--- src/rtl/bp_be_dcache_lce_cmd_decode.sv ---
// Dcache CCE-to-LCE command decoder. It writes the tag and data memories, returns
// sync/invalidate acks, and raises lce_ready_o once every CCE has synced.
module bp_be_dcache_lce_cmd_decode #(
    parameter int data_width_p  = 64,
    parameter int paddr_width_p = 22,
    parameter int ways_p        = 8,
    parameter int sets_p        = 64,
    parameter int num_cce_p     = 1,
    parameter int num_lce_p     = 2,
    localparam int bo_lp        = $clog2(data_width_p/8) + $clog2(ways_p),
    localparam int ix_lp        = $clog2(sets_p),
    localparam int tg_lp        = paddr_width_p - bo_lp - ix_lp,
    localparam int wy_lp        = $clog2(ways_p),
    localparam int block_lp     = data_width_p * ways_p,
    localparam int cce_id_w_lp  = (num_cce_p > 1) ? $clog2(num_cce_p) : 1
) (
    input  logic                     clk_i,
    input  logic                     reset_n_i,

    input  logic                     cmd_v_i,
    input  logic [2:0]               cmd_type_i,
    input  logic [paddr_width_p-1:0] cmd_addr_i,
    input  logic [wy_lp-1:0]         cmd_way_i,
    input  logic [1:0]               cmd_state_i,
    output logic                     cmd_yumi_o,

    input  logic                     data_cmd_v_i,
    input  logic [paddr_width_p-1:0] data_cmd_addr_i,
    input  logic [wy_lp-1:0]         data_cmd_way_i,
    input  logic [block_lp-1:0]      data_cmd_data_i,
    output logic                     data_cmd_yumi_o,

    output logic                     tag_mem_v_o,
    output logic [ix_lp-1:0]         tag_mem_index_o,
    output logic [wy_lp-1:0]         tag_mem_way_o,
    output logic [tg_lp-1:0]         tag_mem_tag_o,
    output logic [1:0]               tag_mem_state_o,
    input  logic                     tag_mem_ready_i,

    output logic                     data_mem_v_o,
    output logic [ix_lp-1:0]         data_mem_index_o,
    output logic [wy_lp-1:0]         data_mem_way_o,
    output logic [block_lp-1:0]      data_mem_data_o,
    input  logic                     data_mem_ready_i,

    output logic                     tag_set_o,
    output logic                     tag_set_wakeup_o,
    output logic                     cce_data_received_o,

    output logic                     lce_resp_v_o,
    output logic [1:0]               lce_resp_type_o,
    output logic [paddr_width_p-1:0] lce_resp_addr_o,
    output logic [cce_id_w_lp-1:0]   lce_resp_dst_o,
    input  logic                     lce_resp_yumi_i,

    output logic                     lce_ready_o
);

    localparam int cnt_w_lp = $clog2(num_cce_p + 1);

    localparam logic [1:0] st_ready    = 2'd0;
    localparam logic [1:0] st_sync_ack = 2'd1;
    localparam logic [1:0] st_inv_ack  = 2'd2;

    localparam logic [2:0] cmd_sync     = 3'd0;
    localparam logic [2:0] cmd_inv      = 3'd2;
    localparam logic [2:0] cmd_set      = 3'd3;
    localparam logic [2:0] cmd_set_wake = 3'd4;

    logic [1:0]               state_q, state_d;
    logic [paddr_width_p-1:0] resp_addr_q, resp_addr_d;
    logic [cnt_w_lp-1:0]      sync_cnt_q, sync_cnt_d;

    // Tag-write fields come straight from the command; only valid/yumi depend on state.
    assign tag_mem_index_o = cmd_addr_i[bo_lp +: ix_lp];
    assign tag_mem_tag_o   = cmd_addr_i[paddr_width_p-1 -: tg_lp];
    assign tag_mem_way_o   = cmd_way_i;
    assign tag_mem_state_o = (cmd_type_i == cmd_inv) ? 2'b00 : cmd_state_i;

    // NOTE: every output and next-state value gets a default first so no latch is inferred.
    always_comb begin
        state_d          = state_q;
        resp_addr_d      = resp_addr_q;
        sync_cnt_d       = sync_cnt_q;
        cmd_yumi_o       = 1'b0;
        tag_mem_v_o      = 1'b0;
        tag_set_o        = 1'b0;
        tag_set_wakeup_o = 1'b0;
        lce_resp_v_o     = 1'b0;
        lce_resp_type_o  = 2'd0;

        case (state_q)
            st_ready: begin
                if (cmd_v_i) begin
                    case (cmd_type_i)
                        cmd_sync: begin
                            cmd_yumi_o  = 1'b1;
                            resp_addr_d = cmd_addr_i;
                            state_d     = st_sync_ack;
                        end
                        cmd_inv: begin
                            tag_mem_v_o = 1'b1;
                            if (tag_mem_ready_i) begin
                                cmd_yumi_o  = 1'b1;
                                resp_addr_d = cmd_addr_i;
                                state_d     = st_inv_ack;
                            end
                        end
                        cmd_set: begin
                            tag_mem_v_o = 1'b1;
                            cmd_yumi_o  = tag_mem_ready_i;
                            tag_set_o   = tag_mem_ready_i;
                        end
                        cmd_set_wake: begin
                            tag_mem_v_o      = 1'b1;
                            cmd_yumi_o       = tag_mem_ready_i;
                            tag_set_wakeup_o = tag_mem_ready_i;
                        end
                        default: cmd_yumi_o = 1'b1;
                    endcase
                end
            end
            st_sync_ack: begin
                lce_resp_v_o    = 1'b1;
                lce_resp_type_o = 2'd0;
                if (lce_resp_yumi_i) begin
                    state_d = st_ready;
                    if (sync_cnt_q != cnt_w_lp'(num_cce_p))
                        sync_cnt_d = sync_cnt_q + 1'b1;
                end
            end
            st_inv_ack: begin
                lce_resp_v_o    = 1'b1;
                lce_resp_type_o = 2'd1;
                if (lce_resp_yumi_i)
                    state_d = st_ready;
            end
            default: state_d = st_ready;
        endcase
    end

    // NOTE: sequential state uses non-blocking assignments only.
    always_ff @(posedge clk_i or negedge reset_n_i) begin
        if (!reset_n_i) begin
            state_q     <= st_ready;
            resp_addr_q <= '0;
            sync_cnt_q  <= '0;
        end else begin
            state_q     <= state_d;
            resp_addr_q <= resp_addr_d;
            sync_cnt_q  <= sync_cnt_d;
        end
    end

    assign lce_resp_addr_o = resp_addr_q;
    assign lce_resp_dst_o  = (num_cce_p == 1) ? '0 : resp_addr_q[bo_lp +: cce_id_w_lp];
    assign lce_ready_o     = (sync_cnt_q == cnt_w_lp'(num_cce_p));

    // Fill path is independent of the command FSM.
    assign data_mem_v_o        = data_cmd_v_i;
    assign data_mem_index_o    = data_cmd_addr_i[bo_lp +: ix_lp];
    assign data_mem_way_o      = data_cmd_way_i;
    assign data_mem_data_o     = data_cmd_data_i;
    assign data_cmd_yumi_o     = data_cmd_v_i & data_mem_ready_i;
    assign cce_data_received_o = data_cmd_v_i & data_mem_ready_i;

    logic unused_bits;
    assign unused_bits = ^{data_cmd_addr_i[paddr_width_p-1:bo_lp+ix_lp],
                           data_cmd_addr_i[bo_lp-1:0], 1'(num_lce_p)};

endmodule
--- config.mk ---
export PLATFORM = sky130hd
export DESIGN_NAME = bp_be_dcache_lce_cmd_decode
export DESIGN_NICKNAME = d
export VERILOG_FILES = /design/src/rtl/bp_be_dcache_lce_cmd_decode.sv
export SDC_FILE = /design/constraint.sdc
export NUM_CORES = 1
export LEC_CHECK = 0
export BUFFER_PORTS_ARGS = -buffer_cell sky130_fd_sc_hd__buf_2
export CORE_AREA = 4 4 443 445
export CTS_CLUSTER_DIAMETER = 60
export CTS_CLUSTER_SIZE = 16
export DETAILED_ROUTE_END_ITERATION = 8
export DIE_AREA = 0 0 447 449
export GPL_TIMING_DRIVEN = 0
export HOLD_SLACK_MARGIN = 0.15
export SLEW_MARGIN = 20
export SYNTH_ARGS = -nofsm -noshare
export SYNTH_HDL_FRONTEND = slang
export SYNTH_SLANG_ARGS = --single-unit
--- constraint.sdc ---
create_clock -name clk_i -period 1.4 [get_ports clk_i]
set_input_delay 0.28 -clock clk_i [delete_from_list [all_inputs] [get_ports clk_i]]
set_output_delay 0.28 -clock clk_i [all_outputs]
set_load 0.01 [all_outputs]
==> impl_metrics.toml <==
[hold_path]
min_path_type = "input pin to register"
hold_start = "cmd_addr_i[10]"
hold_path_depth = 2
min_to = "lce_resp_addr_o[10]"

[placed_design]
place_ws_ns = -0.695
port_buffers = 606
dp_hpwl_mm = 136
dp.cells = 3761
gp_congestion = 1.21

[setup_path]
arrival_ns = 1.46
reg2reg_slack_ns = -0.29
worstSetupPathType = "register to output port"
crit_required_ns = 1.12
slowest_delay_ns = 0.41
crit_family = "flip-flops"
path_cells = "inv_2 -> ha_4 -> nand2_4 -> nor4_4 -> buf_2"
endpoint_kind = "output port"
path_buf_inv = 2
worst-path-max-fanout = 4
cpMaxStageDelayCell = "dfrtp_1"
r2r-end = "lce_resp_addr_o[11]"
r2r-start = "state_q[1]"
start_kind = "register"
rr_worst_depth = 7

[sta]
finClkSkew_ns = 0.0182
fmax_ghz = 0.573
final_max_slew_viol_count = 0
final.setup.tns_ns = -7.28
worstMarginPinSlew_ns = 0.671
min_period_ns = 1.74
hold_viol = 0
slew_headroom_pct = 55.3
grt_setup_unrepaired = "true"
final-setup-viol-count = 28
fin_ws_ns = -0.344
fin_crit_sh_pct = 125

[synth]
ys_warn_count = 0
ys_seq_area_share_pct = 11.8
synth_edf_count = 0
synthFlopType = "dfrtp_1"
syn_area_um2 = 5320
async_flop_share_pct = 100
yosysMostFrequentCell = "buf_4"
yosys-top-cells-count = "545 x buf_4, 25 x dfrtp_1, 20 x mux2_4"
yosysTopAreaCell = "buf_4"
synth_area_leaders = "buf_4 77%, dfrtp_1 12%, mux2_4 5.6%"
syn-mean-instance-area_um2 = 8.47
syn_inst = 628
ys_ff_latch = 25
yosys.area.top_type_share_pct = 76.9
post_synth_num_cell_types = 27

[drt]
postRouteWirelength_mm = 141
avgViaCountPerCell = 1.88
drtIter0Drc = 446
wl_per_cell_um = 37.0
vias = 7148
post-route-drc-count = 0
ant_nets = 0
first_pass_iters = 5

[floorplan]
die_h_um = 449
start_util_pct = 2.77
num_rows = 161
die_area_um2 = 201000
io_pins = 1150
design.core.area_um2 = 192000
fp.dieW_um = 447

[flow_run]
drv_cap = 0

[global_route]
grt_pass1_wl_mm = 156
grt_start_max_net_pins = 26
grt_pass1_vias = 6861
antenna_found_initial = 147
gr-total-overflow = 0
grt_usage_pct = 13.3

[power_and_ir_drop]
powerDensity_nw_per_um2 = 692
irDropWorstVdd_uv = 503
p_leak_nw = 5.79

[clock_network]
cts-root-buf = "clkbuf_16"
clk_path_buf_depth = 2
cts_tree = "yes"
numCtsBuffers = 3
clock-sinks = 25
insertion_delay_ns = 0.33
path_clk_slew_ns = 0.12
cts_htree_levels = 1

[layout]
layout.cells.non_filler = 3797
syn2layout_area_growth_pct = 124
fin_nets = 1833
drive_gt1_share_pct = 95.5
final_util_pct = 6.21

[outcome]
violations = "setup timing"
outcome = "finished with violations"
[timing repair]
action / 4_1_cts / 5_1_grt
buffers inserted: 9 / 0
pin swaps: 2 / 0
gates cloned: 1 / 1
hold buffers: 6 / 0
hold endpoints to repair: 30 / 0
setup endpoints to repair: 29 / 31
gates resized for setup: 20 / 2
[placed cells by master, fill, tap and decap left out, types with 2 or more instances in the layout]
master / Yosys / final
buf_12: 0 / 2
buf_2: 0 / 602
conb_1: 1 / 2
buf_4: 545 / 552
mux2_4: 20 / 20
diode_2: 0 / 16
dlygate4sd3_1: 0 / 6
buf_6: 2 / 3
nand4b_1: 2 / 2
dfrtp_1: 25 / 25
nor2b_1: 2 / 2
ha_4: 0 / 2
nor2_1: 4 / 4
nand3_1: 2 / 2
buf_16: 0 / 2
inv_2: 0 / 2
mux2_2: 2 / 2
a21boi_1: 0 / 2
clkbuf_16: 0 / 4
[state kept, by name, summed over array words and instances (netlist names)]
name             cells
lce_resp_addr_o     22
state_q              2
lce_ready_o          1
[layout make-up]
| cell class | count | area [um2] |
|---|---|---|
| diodes | 16 | 40.0 |
| well taps | 2526 | 3160 |
| inverters | 3 | 11.3 |
| plain buffers | 547 | 4140 |
| clock buffers | 4 | 78.8 |
| flip-flops and latches | 25 | 626 |
| multi-input cells | 54 | 626 |
| repair buffers | 622 | 3250 |
| fillers | 22832 | 180000 |
[power breakdown]
part / internal [mW] / switching (mW)
Sequential: 1.07 / 0.211
Clock: 0.401 / 0.525
Combinational: 2.57 / 3.49
[stage by stage]
step	total power [mW]	instance area (um2)	hold WS, ns
3_5_place_dp	7.05	11500	0.316
6_report	8.26	11900	0.186
5_1_grt	8.73	11900	0.175
4_1_cts	8.43	11900	0.150
2_1_floorplan	3.80	5340	-0.0156
3_3_place_gp	6.99	11500	0.445
[cells by family after synthesis]
group                    Yosys count  share of synthesized area [%]
AO/OA/AOI/OAI                      8                           1.53
other                              1                         0.0705
AND/OR/NAND/NOR                   18                           2.12
flip-flops                        25                           11.8
adder cells (fa/ha/maj)            3                          0.706
buffers and inverters            550                           77.6
multiplexers                      23                           6.26
[metal layers]
metal  track usage [%]  part of all wire [%]  vias to the layer above
li1                  -                     -                     2659
met4              1.55                   1.9                       32
met5             0.433                  0.26                        -
met3              12.4                    20                      283
met2              22.7                    47                      924
met1              11.9                    30                     3250
[worst max path at each step]
stage                   from                  end  slack (ns)  depth (start not counted)
6_report          state_q[1]     tag_set_wakeup_o       -0.34                          5
5_1_grt           state_q[1]     tag_set_wakeup_o       -0.38                          5
4_1_cts           state_q[1]     tag_set_wakeup_o       -0.34                          5
3_5_place_dp   cmd_type_i[1]  lce_resp_addr_o[21]       -0.70                          5
3_3_place_gp   cmd_type_i[1]   lce_resp_addr_o[6]       -0.68                          5
2_1_floorplan     state_q[0]  lce_resp_addr_o[10]       0.001                          5
[worst reg2reg max path, cell delays in order (launching register included)]
cell,delay (ns)
dfrtp_1,0.41
inv_2,0.09
ha_4,0.16
buf_4,0.12
o2111ai_4,0.10
buf_12,0.18
clkbuf_16,0.24
mux2_4,0.29
No activity file was read; power rests on OpenSTA's default activity.
